## src/rtl/minterm_scanner_pkg.sv

```systemverilog
// rtl/minterm_scanner_pkg.sv - shared types and defaults for the minterm scanner
package minterm_pkg;

  localparam int N_IN_DEFAULT = 4;
  localparam int NVEC = 2 ** N_IN_DEFAULT;

  // Prefixed so the SETTLE state cannot collide with the SETTLE parameter.
  typedef enum logic [2:0] {
    ST_IDLE   = 3'd0,
    ST_SETTLE = 3'd1,
    ST_SAMPLE = 3'd2,
    ST_EMIT   = 3'd3,
    ST_DONE   = 3'd4
  } state_t;

endpackage

```

## src/rtl/minterm_scanner_emitter.sv

```systemverilog
// rtl/minterm_scanner_emitter.sv - walks a completed mask and streams set minterm indices
module minterm_emitter
  import minterm_pkg::*;
#(
  parameter int N_IN = N_IN_DEFAULT
) (
  input  logic                 clk,
  input  logic                 rst,
  input  logic [2**N_IN-1:0]   mask,
  input  logic                 go,
  output logic [N_IN-1:0]      idx,
  output logic                 idx_valid,
  input  logic                 idx_ready,
  output logic                 last
);

  logic            active;
  logic [N_IN-1:0] ptr;
  logic            hit;
  logic            adv;
  logic            at_end;

  // A clear bit is skipped in one cycle; a set bit waits for the consumer.
  always_comb begin
    hit    = active & mask[ptr];
    adv    = active & (~mask[ptr] | idx_ready);
    at_end = (ptr == {N_IN{1'b1}});
  end

  assign idx       = ptr;
  assign idx_valid = hit;
  assign last      = adv & at_end;

  always_ff @(posedge clk or posedge rst) begin
    if (rst) begin
      active <= 1'b0;
      ptr    <= '0;
    end else if (go) begin
      active <= 1'b1;
      ptr    <= '0;
    end else if (adv) begin
      if (at_end) begin
        active <= 1'b0;
      end else begin
        ptr <= ptr + 1'b1;
      end
    end
  end

endmodule

```

## src/rtl/minterm_scanner.sv

```systemverilog
// rtl/minterm_scanner.sv - sweeps all input vectors of a Boolean function and records its minterms
module minterm_scanner
  import minterm_pkg::*;
#(
  parameter int N_IN   = N_IN_DEFAULT,
  parameter int SETTLE = 1
) (
  input  logic                 clk,
  input  logic                 rst,
  input  logic                 start,
  output logic [N_IN-1:0]      drive,
  input  logic                 y_in,
  output logic                 busy,
  output logic [2**N_IN-1:0]   mask,
  output logic                 mask_valid,
  output logic [N_IN:0]        count,
  output logic [N_IN-1:0]      idx,
  output logic                 idx_valid,
  input  logic                 idx_ready,
  output logic                 done
);

  localparam logic [3:0] SETTLE_LOAD = (SETTLE > 0) ? 4'(SETTLE - 1) : 4'd0;
  // With no settle cycles each vector is sampled in the cycle it is driven.
  localparam state_t VEC_ENTRY = (SETTLE > 0) ? ST_SETTLE : ST_SAMPLE;

  state_t     state;
  logic [3:0] settle_cnt;
  logic       emit_go;
  logic       emit_last;

  assign emit_go = (state == ST_SAMPLE) && (drive == {N_IN{1'b1}});

  always_ff @(posedge clk or posedge rst) begin
    if (rst) begin
      state      <= ST_IDLE;
      settle_cnt <= '0;
      drive      <= '0;
      busy       <= 1'b0;
      mask       <= '0;
      mask_valid <= 1'b0;
      count      <= '0;
      done       <= 1'b0;
    end else begin
      case (state)
        ST_IDLE: begin
          done <= 1'b0;
          if (start) begin
            state      <= VEC_ENTRY;
            settle_cnt <= SETTLE_LOAD;
            drive      <= '0;
            busy       <= 1'b1;
            mask       <= '0;
            mask_valid <= 1'b0;
            count      <= '0;
          end
        end
        ST_SETTLE: begin
          if (settle_cnt == 4'd0) begin
            state <= ST_SAMPLE;
          end else begin
            settle_cnt <= settle_cnt - 4'd1;
          end
        end
        ST_SAMPLE: begin
          mask[drive] <= y_in;
          count       <= count + (N_IN+1)'(y_in);
          if (drive == {N_IN{1'b1}}) begin
            state      <= ST_EMIT;
            mask_valid <= 1'b1;
          end else begin
            drive      <= drive + 1'b1;
            state      <= VEC_ENTRY;
            settle_cnt <= SETTLE_LOAD;
          end
        end
        ST_EMIT: begin
          if (emit_last) begin
            state <= ST_DONE;
            done  <= 1'b1;
            busy  <= 1'b0;
          end
        end
        ST_DONE: begin
          done  <= 1'b0;
          state <= ST_IDLE;
        end
        default: begin
          state <= ST_IDLE;
        end
      endcase
    end
  end

  minterm_emitter #(
    .N_IN (N_IN)
  ) u_emitter (
    .clk       (clk),
    .rst       (rst),
    .mask      (mask),
    .go        (emit_go),
    .idx       (idx),
    .idx_valid (idx_valid),
    .idx_ready (idx_ready),
    .last      (emit_last)
  );

endmodule

```

## config.mk

```make
export PLATFORM = sky130hd
export DESIGN_NAME = minterm_scanner
export DESIGN_NICKNAME = d
export VERILOG_FILES = /design/src/rtl/minterm_scanner_pkg.sv /design/src/rtl/minterm_scanner_emitter.sv /design/src/rtl/minterm_scanner.sv
export SDC_FILE = /design/constraint.sdc
export NUM_CORES = 1
export LEC_CHECK = 0
export CORE_MARGIN = 8
export CORE_UTILIZATION = 57
export CTS_BUF_LIST = sky130_fd_sc_hd__clkbuf_16
export CTS_CLUSTER_DIAMETER = 60
export CTS_CLUSTER_SIZE = 16
export DETAILED_ROUTE_END_ITERATION = 12
export PLACE_DENSITY = 0.85
export SLEW_MARGIN = 20
export SYNTH_ARGS = -nofsm -noshare
export SYNTH_HDL_FRONTEND = slang
export SYNTH_SLANG_ARGS = --single-unit
```

## constraint.sdc

```tcl
create_clock -name clk -period 4.3 [get_ports clk]
set_input_delay 0.645 -clock clk [delete_from_list [all_inputs] [get_ports clk]]
set_output_delay 0.645 -clock clk [all_outputs]
set_load 0.01 [all_outputs]
```

## Yosys cells after proc, flatten, opt, wreduce, memory -nomap -nowiden

Cells that the tools add are included.

| word-level totals | value |
|---|---|
| bits in registers | 40 |
| word-level logic and storage cells | 89 |

| operators by class | value |
|---|---|
| reductions and logical operators | 20 |
| bitwise operators | 5 |
| add/subtract/negate cells | 4 |
| order comparisons | 3 |
| muxes and demuxes | 34 |
| equality and inequality tests | 13 |

Operators by type and width:

| kind | number |
|---|---|
| $pmux 16 s2 | 1 |
| $mux 4 | 7 |
| $bwmux 16 | 1 |
| $mux 16 | 1 |
| $ne 2x2->1 const B | 6 |
| $pmux 3 s4 | 1 |
| $pmux 4 s3 | 1 |
| $reduce_and 3->1 | 4 |
| $lt 4x5->1 const B | 2 |
| $mux 1 | 10 |
| $pmux 5 s2 | 1 |
| $reduce_bool 2->1 | 5 |
| $mux 3 | 3 |
| $add 4x1->4 const B | 2 |
| $eq 4x4->1 const B | 2 |
| $pmux 4 s2 | 1 |
| $reduce_and 2->1 | 4 |
| $eq 3x2->1 const B | 2 |
| $pmux 1 s2 | 3 |
| $add 5x1->5 | 1 |
| $mux 5 | 1 |
| $bmux 1 s4 | 1 |
| $demux 1 s4 | 1 |
| $ge 4x1->1 const B | 1 |
| other kinds (14) | 17 |

## Depth between registers and ports, before layout

Gate-level depths: netlist of run 1.

| depth | value |
|---|---|
| depth after elaboration | 8 |
| gate-level depth with buffers | 7 |
| gate-level depth less buffers | 7 |

## Cells and area by module

Synthesis of run 1 repeated with hierarchy kept, for this count alone.

| unflattened totals | value |
|---|---|
| cell total of the unflattened synthesis | 219 |
| area total of the unflattened synthesis | 2,342.2 µm² |

Modules (own cells, without submodules):

| module | instances | sequential area each (µm²) | cells each | area an instance (µm²) |
|---|---|---|---|---|
| minterm_scanner | 1 | 875.8 | 177 | 1,859.3 |
| minterm_emitter | 1 | 125.1 | 42 | 483.0 |

## Least setup slack after synthesis of run 1

Ideal clock, no wire load.

| timing path | value |
|---|---|
| path kind | reg2out |
| from | register u_emitter.ptr[2], in the netlist u_emitter.idx[2] |
| to | output port idx_valid |
| setup slack | 2.047 ns |
| stages on the path, launching flop included | 7 |
| arrival | 1.608 ns |
| buffers on the path | 1 |
| required time | 3.655 ns |
| cell sequence | dfrtp_1 buf_6 mux2_2 o22ai_1 nor3_1 o21ai_1 inv_1 |

| on the way | value |
|---|---|
| word-level cells in the longest chain between the ends | 3 |

Ends and longest elaborated chain:

| item | RTL line | source |
|---|---|---|
| from (decl) | minterm_scanner_emitter.sv:18 | `logic [N_IN-1:0] ptr;` |
| from (signal assigned) | minterm_scanner_emitter.sv:45 | `ptr <= ptr + 1'b1;` |
| $bmux 1 s4 | minterm_scanner_emitter.sv:25 | `hit = active & mask[ptr];` |
| $mux 1 (not written as such) | minterm_scanner_emitter.sv:25 |  |
| $and 1x1->1 | minterm_scanner_emitter.sv:25 |  |
| to (decl) | minterm_scanner.sv:18 | `output logic idx_valid,` |

Every way passes these cells. The select of a mux whose other input is x is not followed.

## Worst setup path in the final report of run 1

Ends and elaborated chain as after synthesis.

==> results of run 1 <==
worst max-delay path: stages, from the launching register on:
cell and delay [ns]:
dfrtp_1 0.69, mux2i_1 0.18, mux4_2 0.56, nor2_1 0.20, o21ai_1 0.10, inv_1 0.06, clkdlybuf4s50_1 0.52
power breakdown:
group | internal [mW] | switching, mW
Combinational | 0.302 | 0.328
Clock | 0.210 | 0.138
Sequential | 0.459 | 0.124
Total | 0.971 | 0.590
placed cells by master, fill, tap and decap left out, types with 5 or more instances in the layout:
master,instances
a21boi_0,15
a21oi_1,6
a22o_1,5
clkbuf_16,5
clkdlybuf4s50_1,37
dfrtp_1,40
ha_1,8
inv_1,11
mux2i_1,7
nand2_1,15
nand2b_1,6
nand3_1,14
nor2_1,16
nor3_1,6
o21ai_0,48
cell families after synthesis:
family | count (synthesis)
multiplexers | 10
AND/OR/NAND/NOR | 75
adder cells (fa/ha/maj) | 8
AO/OA/AOI/OAI | 90
buffers and inverters | 21
XOR/XNOR | 3
flip-flops | 40
area by class of cell:
cell class	instances	share of cell area
Multi-Input combinational cell	186	0.418
Sequential cell	40	0.356
Timing Repair Buffer	40	0.140
Clock buffer	5	0.0445
Tap cell	50	0.0223
Inverter	11	0.0147
Clock inverter	3	0.00490
worst paths after layout:
path,slack (ns),depth (start not counted),end
worst max register to register,1.81,5,drive[3]
worst max-delay path,1.06,6,idx_valid
worst min register to register,0.49,1,count[4]
min in group asynchronous,0.80,3,count[4]
max in group asynchronous,3.15,3,u_emitter.idx[1]
worst min-delay path,0.49,1,count[4]
flip-flops by register name, summed over array words and instances (netlist names):
name	flops
drive	4
done	1
u_emitter.idx	4
busy	1
mask	16
mask_valid	1
u_emitter.active	1
settle_cnt	4
count	5
state	3
per-layer routing:
| layer | GRT usage | share of wire |
|---|---|---|
| met1 | 0.232 | 0.46 |
| met2 | 0.297 | 0.48 |
| met3 | 0.0384 | 0.047 |
| met4 | 0.0778 | 0.015 |
| met5 | 0 | 0 |
cells in the mapped netlist:
master and number:
or2_2 2, o21ai_1 3, mux2i_1 7, nor4_1 2, o22ai_1 2, clkbuf_1 9
o21a_1 3, xnor2_1 2, nor2b_1 3, or3_1 3, a21boi_0 15, ha_1 8
o21ai_0 48, o31ai_1 2, o22a_1 1, nor3_1 6, a22o_1 5, nor3b_1 3
nand2b_1 6, buf_6 1, nor2_1 16, or3b_2 1, nand2_1 15, nand4_1 2
dfrtp_1 40, o311ai_4 1, nand3b_1 1, inv_1 11, mux4_2 1, and2_1 1
a31oi_1 1, mux2_2 2, a31o_2 1, nand3_1 14, a21o_1 1, o311a_1 1
a21oi_1 6, xor2_1 1
through the flow:
| stage | power [mW] | std cells | hold slack, ns |
|---|---|---|---|
| after floorplan | 0.972 | 247 | 0.471 |
| after global routing | 1.67 | 335 | 0.523 |
| after global placement | 1.19 | 327 | 0.477 |
| after detailed placement | 1.21 | 327 | 0.483 |
| final | 1.56 | 335 | 0.492 |
| after CTS | 1.57 | 335 | 0.497 |
==> results.py, run 1 <==
metrics = {
    "synthesis": {
        "synth_fa_ha_area_frac": 0.0442,
        "post_synth_main_area_contributors": "dfrtp_1 (44%), o21ai_0 (11%), a21boi_0 (5.0%), ha_1 (4.4%), mux2i_1 (3.1%)",
        "synth-seq-cells": 40,
        "syn_avg_cell_area_um2": 9.16,
        "synth_xor_area_frac": 0.0116,
        "synth_compound_area_frac": 0.247,
        "syn_inst": 247,
        "synth_top_family_by_area": "compound AO/OA/AOI/OAI gates",
        "netlist_area_mm2": 0.00226,
        "synth_cell_types": 38,
        "ys_seq_area_frac": 0.442,
        "yosys.area_share.simple": 0.165,
        "synth_nets": 260,
        "yosys_warnings": 0,
        "synth.top_cell.area_share": 0.442,
        "yosys.area.top_type": "dfrtp_1",
        "synthMuxAreaShare": 0.0509,
    },
    "timing": {
        "tightest_slew_ns": 0.849,
        "fin_crit_sh": 0.755,
        "setup_viol": 0,
        "maxSlewViolCount": 0,
        "hold_viol": 0,
        "grt_setup_unrepaired": "no",
        "fin_setup_tns_ns": 0,
        "period_minus_slack_ns": 3.24,
        "finalWorstSetupSlack_ns": 1.06,
        "skew_ns": 0.00288,
        "clock.fmax_mhz": 308,
        "max-slew-margin-rel": 0.432,
    },
    "pwr": {
        "power_density_mw_per_mm2": 555,
        "power.leakage_nw": 1.24,
        "ir_drop_uv": 422,
    },
    "routing": {
        "vias_per_cell": 6.05,
        "via_count": 2028,
        "drt-initial-drc-count": 135,
        "detail-route-antenna-nets": 0,
        "drc": 0,
        "wire_per_inst_um": 16.8,
        "totalWireLength_mm": 5.63,
        "first_pass_iters": 4,
    },
    "global_route": {
        "grt-ovfl-total": 0,
        "grt_max_degree": 41,
        "grt_first_pass_wirelength_mm": 9.26,
        "antenna_found_initial": 0,
        "first_global_vias": 1971,
        "grt_use_total": 0.183,
    },
    "flow_run": {
        "maxCapViolations": 0,
    },
    "clock_network": {
        "cts_resized": 0,
        "path_clk_slew_ns": 0.06,
        "worstSkewPairLatency_ns": 0.28,
        "cts-buffers-inserted": 5,
        "cts_sinks": 40,
        "cts_buffer_depth": 2,
        "hold_buffers": 0,
        "cts_tree": "done",
        "htree_levels": 2,
        "cts_setup_buffers": 0,
        "cts_root_buf": "clkbuf_16",
    },
    "floorplan": {
        "num_rows": 23,
        "die_x_um": 79.0,
        "dieArea_mm2": 0.00624,
        "start_util": 0.578,
        "coreArea_mm2": 0.00391,
        "ios": 38,
        "die_h_um": 79.0,
    },
    "placed_design": {
        "pre_cts_ws_ns": 1.34,
        "placedInstanceArea_mm2": 0.00267,
        "port_buffers": 37,
        "dp_hpwl_mm": 4.10,
        "gp_congestion": 0.845,
    },
    "worst_setup_path": {
        "cp_max_fo": 14,
        "critical_path_required_ns": 3.65,
        "crit_type": "flip-flop to output pin",
        "cp.arrival_ns": 2.60,
        "critPathLaunch": "u_emitter.idx[2]",
        "critPathLaunchType": "flip-flop",
        "crit_path_end_kind": "output pin",
        "crit-reg2reg-launch": "state[1]",
    },
    "final_layout": {
        "antennaDiodeCount": 0,
        "drive_above_1_share": 0.0632,
        "syn_to_final_growth_pct": 24.3,
        "regArea_mm2": 0.00100,
        "final_util": 0.718,
        "final_cell_area_mm2": 0.00281,
        "multi_input_area_mm2": 0.00117,
        "nets": 297,
        "fillCellCount": 328,
    },
    "min_path": {
        "hold_path.class": "flip-flop to flip-flop",
        "hp-start": "count[4]",
    },
    "run_status": {
        "status": "completed",
    },
}
Power figures use the tool's default switching activity.
==> run 2: changes to the inputs <==
--- a/config.mk
+++ b/config.mk
@@ -6,12 +6,12 @@
 export NUM_CORES = 1
 export LEC_CHECK = 0
 export CORE_MARGIN = 8
-export CORE_UTILIZATION = 57
+export CORE_UTILIZATION = 48
 export CTS_BUF_LIST = sky130_fd_sc_hd__clkbuf_16
 export CTS_CLUSTER_DIAMETER = 60
 export CTS_CLUSTER_SIZE = 16
 export DETAILED_ROUTE_END_ITERATION = 12
-export PLACE_DENSITY = 0.85
+export PLACE_DENSITY = 0.76
 export SLEW_MARGIN = 20
 export SYNTH_ARGS = -nofsm -noshare
 export SYNTH_HDL_FRONTEND = slang
==> constraint.sdc (replaced) <==
create_clock -name clk -period 2.7 [get_ports clk]
set_input_delay 0.405 -clock clk [delete_from_list [all_inputs] [get_ports clk]]
set_output_delay 0.405 -clock clk [all_outputs]
set_load 0.01 [all_outputs]
==> run 2 against run 1 <==
Effect of this change:
- global-route usage fell by 1.8 points
- final cell count is 4.5% higher
- combinational power grew 76%
- utilization down 7.8 points
- critical endpoint unchanged
- largest cell class unchanged
==> results.py, run 2 (synthesized netlist as in run 1, its figures left out) <==
metrics = {
    "global_route": {
        "grt_use_total": 0.165,
        "grt-ovfl-total": 0,
        "grt_max_degree": 41,
        "grt_first_pass_wirelength_mm": 9.66,
        "antenna_found_initial": 0,
        "first_global_vias": 1987,
    },
    "timing": {
        "hold_viol": 0,
        "setup_viol": 0,
        "clock.fmax_mhz": 434,
        "max-slew-margin-rel": 0.658,
        "skew_ns": 0.00402,
        "period_minus_slack_ns": 2.30,
        "grt_setup_unrepaired": "no",
        "fin_setup_tns_ns": 0,
        "fin_crit_sh": 0.853,
        "maxSlewViolCount": 0,
        "tightest_slew_ns": 0.513,
    },
    "floorplan": {
        "num_rows": 25,
        "die_x_um": 84.7,
        "dieArea_mm2": 0.00717,
        "ios": 38,
        "start_util": 0.489,
        "die_h_um": 84.7,
        "coreArea_mm2": 0.00463,
    },
    "final_layout": {
        "top_register": "mask",
        "top_regs": "mask: 16 flops, count: 5 flops",
        "final_common_cell": "o21ai_0",
        "antennaDiodeCount": 0,
        "fillCellCount": 376,
        "largest_register_ffs": 16,
        "drive_above_1_share": 0.111,
        "syn_to_final_growth_pct": 31.0,
        "final_util": 0.640,
        "layout_common_cells": "o21ai_0 (48), dfrtp_1 (39), clkdlybuf4s50_1 (36)",
        "nets": 308,
    },
    "pwr": {
        "p_comb_frac": 0.416,
        "ir_drop_uv": 486,
        "power_switching_mw": 0.973,
        "power.leakage_nw": 1.33,
        "power_density_mw_per_mm2": 899,
        "clkPwrFrac": 0.246,
        "sw_frac_of_total": 0.365,
        "p_seq_frac": 0.338,
        "p_int_mw": 1.69,
    },
    "placed_design": {
        "dp_hpwl_mm": 4.09,
        "gp_congestion": 0.892,
        "port_buffers": 37,
    },
    "clock_network": {
        "cts_tree": "done",
        "cts_sinks": 40,
        "cts-buffers-inserted": 5,
        "cts_buffer_depth": 2,
        "path_clk_slew_ns": 0.06,
        "cts_root_buf": "clkbuf_16",
        "htree_levels": 2,
        "worstSkewPairLatency_ns": 0.28,
    },
    "routing": {
        "totalWireLength_mm": 5.86,
        "vias_per_cell": 5.79,
        "drc": 0,
        "via_count": 2027,
        "detail-route-antenna-nets": 0,
        "first_pass_iters": 4,
        "wire_per_inst_um": 16.7,
        "drt-initial-drc-count": 161,
    },
    "worst_setup_path": {
        "critPathLaunchType": "flip-flop",
        "critical_path_required_ns": 2.30,
        "cp.arrival_ns": 1.90,
        "cp_max_fo": 7,
        "crit_type": "flip-flop to output pin",
        "crit_path_end_kind": "output pin",
    },
    "run_status": {
        "status": "completed",
    },
    "min_path": {
        "hold_path.class": "flip-flop to flip-flop",
    },
    "flow_run": {
        "maxCapViolations": 0,
    },
}
==> run 2: changes by cell type in the layout (fill, tap and decap cells not counted), sizes merged <==
cell | before | now
dlymetal6s2s | 0 | 1
buf | 3 | 14
clkinv | 3 | 2
clkdlybuf4s50 | 37 | 36
bufinv | 0 | 1
==> run 2: what timing repair did <==
action | CTS | global route
pin swaps | 0 | 2
hold buffers | 0 | 0
setup buffers | 3 | 2
hold endpoints to repair | 0 | 0
endpoints found under the setup margin | 1 | 1
gates resized for setup | 5 | 5
==> run 2: power by group through the flow <==
stage | registers (mW) | logic [mW] | clock network [mW]
after detailed placement | 0.905 | 1.05 | 0
after global placement | 0.906 | 1.04 | 0
after floorplan | 0.881 | 0.666 | 0
after global routing | 0.928 | 1.23 | 0.698
after CTS | 0.899 | 1.07 | 0.668
final | 0.901 | 1.11 | 0.655
==> run 2: area by class of cell <==
class / instances / area (µm²) / area share
multi-input combinational: 186 / 1210 / 0.409
sequential: 40 / 1000 / 0.338
timing repair buffer: 51 / 478 / 0.161
clock buffer: 5 / 125 / 0.0422
tap: 54 / 67.6 / 0.0228
inverter: 11 / 41.3 / 0.0139
clock inverter: 3 / 37.5 / 0.0127
==> run 2: final timing paths <==
| kind | cells past startpoint | slack (ns) | end | from |
|---|---|---|---|---|
| setup reg to reg | 6 | 0.70 | u_emitter.idx[1] | u_emitter.idx[2] |
| hold reg to reg | 1 | 0.49 | count[4] | count[4] |
| min in group asynchronous | 3 | 0.54 | count[2] | rst |
| hold / removal | 1 | 0.49 | count[4] | count[4] |
| setup / recovery | 7 | 0.40 | idx_valid | u_emitter.idx[2] |
| max in group asynchronous | 3 | 1.76 | u_emitter.idx[2] | rst |
==> run 2: stage by stage <==
step	worst slack, ns	hold slack [ns]	cell area, µm²	cells	total power, mW
6_report	0.396	0.487	2960	350	2.66
3_5_place_dp	0.0935	0.493	2720	337	1.96
3_3_place_gp	0.179	0.476	2720	337	1.94
5_1_grt	0.314	0.532	2960	350	2.85
2_1_floorplan	0.687	0.471	2260	247	1.55
4_1_cts	0.00858	0.499	2920	348	2.64
==> run 2: critical path: stages, from the launching register on <==
cell and delay, ns:
dfrtp_2 0.45, buf_4 0.17, mux2_2 0.35, o22ai_4 0.22
nor3_4 0.07, o21ai_2 0.14, inv_1 0.05, dlymetal6s2s_1 0.17
==> run 2: layer usage <==
layer	global-route usage	part of all wire	wire length [µm]
met1	0.213	0.46	2690
met4	0.0761	0.019	114
met5	0	0	0
met3	0.0361	0.046	268
met2	0.258	0.48	2780
==> run 3: changes to the inputs <==
--- a/config.mk
+++ b/config.mk
@@ -6,12 +6,12 @@
 export NUM_CORES = 1
 export LEC_CHECK = 0
 export CORE_MARGIN = 8
-export CORE_UTILIZATION = 48
+export CORE_UTILIZATION = 53
 export CTS_BUF_LIST = sky130_fd_sc_hd__clkbuf_16
 export CTS_CLUSTER_DIAMETER = 60
 export CTS_CLUSTER_SIZE = 16
 export DETAILED_ROUTE_END_ITERATION = 12
-export PLACE_DENSITY = 0.76
+export PLACE_DENSITY = 0.8
 export SLEW_MARGIN = 20
 export SYNTH_ARGS = -nofsm -noshare
 export SYNTH_HDL_FRONTEND = slang
==> constraint.sdc (replaced) <==
create_clock -name clk -period 2.4 [get_ports clk]
set_input_delay 0.36 -clock clk [delete_from_list [all_inputs] [get_ports clk]]
set_output_delay 0.36 -clock clk [all_outputs]
set_load 0.01 [all_outputs]
==> run 3 against run 2 <==
Effect of this change:
- combinational power up 12%
- non-clock buffer count up 2
- via count up 2.9%
- sequential cell count unchanged
- critical endpoint unchanged
==> results.py, run 3 (synthesized netlist as in run 1, its figures left out) <==
metrics = {
    "run_status": {
        "status": "completed",
    },
    "routing": {
        "drc": 0,
        "detail-route-antenna-nets": 0,
        "wire_per_inst_um": 17.1,
        "first_pass_iters": 4,
        "vias_per_cell": 6.01,
        "drt-initial-drc-count": 236,
        "via_count": 2086,
        "totalWireLength_mm": 5.94,
    },
    "timing": {
        "finalWorstSetupSlack_ns": 0.0887,
        "period_minus_slack_ns": 2.31,
        "max-slew-margin-rel": 0.591,
        "grt_setup_unrepaired": "no",
        "hold_viol": 0,
        "clock.fmax_mhz": 433,
        "tightest_slew_ns": 0.613,
        "skew_ns": 0.00256,
        "setup_viol": 0,
        "holdWs_ns": 0.487,
        "maxSlewViolCount": 0,
        "fin_crit_sh": 0.963,
    },
    "placed_design": {
        "dp_hpwl_mm": 4.27,
        "gp_congestion": 0.846,
        "pre_cts_ws_ns": -0.0169,
        "placedInstanceArea_mm2": 0.00275,
        "port_buffers": 37,
    },
    "worst_setup_path": {
        "critPathMaxStageDelay_ns": 0.53,
        "path_cells": "mux2i_1, mux4_2, nor2_4, o21ai_1, inv_1, clkdlybuf4s15_1",
        "crit_type": "flip-flop to output pin",
        "cp.arrival_ns": 1.95,
        "regToRegSetupSlack_ns": 0.15,
        "slowest_stage": "mux4_2",
        "cp_max_fo": 8,
        "critical_path.top_delay_family": "multiplexers",
        "critical_path_required_ns": 2.04,
        "crit_path_end_kind": "output pin",
        "path_buf_inv": 2,
        "critPathLaunchType": "flip-flop",
    },
    "pwr": {
        "p_seq_frac": 0.354,
        "clkPwrFrac": 0.216,
        "power.leakage_nw": 1.30,
        "power_density_mw_per_mm2": 986,
        "p_comb_frac": 0.430,
        "p_int_mw": 1.78,
        "power_switching_mw": 1.10,
        "ir_drop_uv": 657,
        "sw_frac_of_total": 0.381,
    },
    "floorplan": {
        "ios": 38,
        "num_rows": 23,
        "die_h_um": 81.3,
        "die_x_um": 81.3,
        "dieArea_mm2": 0.00661,
        "coreArea_mm2": 0.00406,
        "start_util": 0.558,
    },
    "global_route": {
        "grt-ovfl-total": 0,
        "first_global_vias": 1906,
        "grt_first_pass_wirelength_mm": 9.55,
        "antenna_found_initial": 0,
        "grt_max_degree": 41,
        "grt_use_total": 0.186,
    },
    "final_layout": {
        "layout_common_cells": "o21ai_0 (48), dfrtp_1 (39), clkdlybuf4s50_1 (36)",
        "top_regs": "mask: 16 flops, count: 5 flops",
        "fillCellCount": 326,
        "syn_to_final_growth_pct": 29.0,
        "drive_above_1_share": 0.108,
        "nets": 310,
        "final_common_cell": "o21ai_0",
        "final_cell_area_mm2": 0.00292,
        "antennaDiodeCount": 0,
        "top_register": "mask",
        "largest_register_ffs": 16,
    },
    "min_path": {
        "hold_path.class": "flip-flop to flip-flop",
    },
    "clock_network": {
        "cts_sinks": 40,
        "htree_levels": 2,
        "cts_buffer_depth": 2,
        "worstSkewPairLatency_ns": 0.28,
        "hold_buffers": 0,
        "cts_root_buf": "clkbuf_16",
        "cts_tree": "done",
        "cts-buffers-inserted": 5,
        "path_clk_slew_ns": 0.06,
    },
    "flow_run": {
        "maxCapViolations": 0,
    },
}
run 3: cell count changes in the layout (fill, tap and decap cells not counted):
cell / change
clkdlybuf4s15_1: +1
o21ai_2: -1
buf_4: +2
dlymetal6s2s_1: -1
nor3_1: +1
nor3_4: -1
o21ai_1: +1
o22ai_4: -1
o22ai_2: +1
bufinv_16: -1
run 3: stage by stage:
| step | utilization | TNS [ns] | power (mW) | std cells |
|---|---|---|---|---|
| floorplan | - | 0 | 1.74 | 247 |
| global placement | 0.677 | 0 | 2.19 | 337 |
| detailed placement | 0.677 | -0.0169 | 2.24 | 337 |
| CTS | 0.715 | 0 | 2.87 | 346 |
| global route | 0.719 | 0 | 3.06 | 347 |
| finish | 0.719 | 0 | 2.88 | 347 |
run 3: area by class of cell:
type,count,area [µm²],area share
clock buffer,5,125,0.0429
clock inverter,2,7.51,0.00257
inverter,11,41.3,0.0142
multi-input combinational,186,1190,0.407
sequential,40,1000,0.343
tap,50,62.6,0.0214
timing repair buffer,53,490,0.168
run 3: path summary, 6_finish.rpt:
| kind | start | end | depth (start not counted) |
|---|---|---|---|
| max | u_emitter.idx[2] | idx_valid | 6 |
| min | count[4] | count[4] | 1 |
| max reg2reg | u_emitter.idx[2] | u_emitter.idx[2] | 8 |
| min reg2reg | count[4] | count[4] | 1 |
| max in group asynchronous | rst | u_emitter.idx[2] | 3 |
| min in group asynchronous | rst | count[2] | 3 |
run 3: worst reg2reg max path: cells and delay by family (launching register included):
kind                   cells  cell delay [ns]
AOI/OAI and AO/OA          1             0.30
buffers and inverters      3             0.41
and+or+nand+nor            1             0.11
DFF                        1             0.48
muxes                      3             0.87
run 3: timing repair:
action,CTS,global route
endpoints found under the setup margin,1,1
gates resized for setup,4,2
setup buffers,2,1
run 3: power by group through the flow:
stage	combinational [mW]	clock, mW	sequential [mW]
detailed placement	1.22	0	1.02
global placement	1.18	0	1.02
finish	1.24	0.622	1.02
global route	1.36	0.662	1.04
CTS	1.23	0.630	1.01
floorplan	0.750	0	0.992
run 3: layer usage:
layer	track usage	vias up	wire, µm
met4	0.0554	0	59
met3	0.0497	7	376
met5	0	-	0
met1	0.257	1007	2750
met2	0.277	77	2750
li1	-	995	-
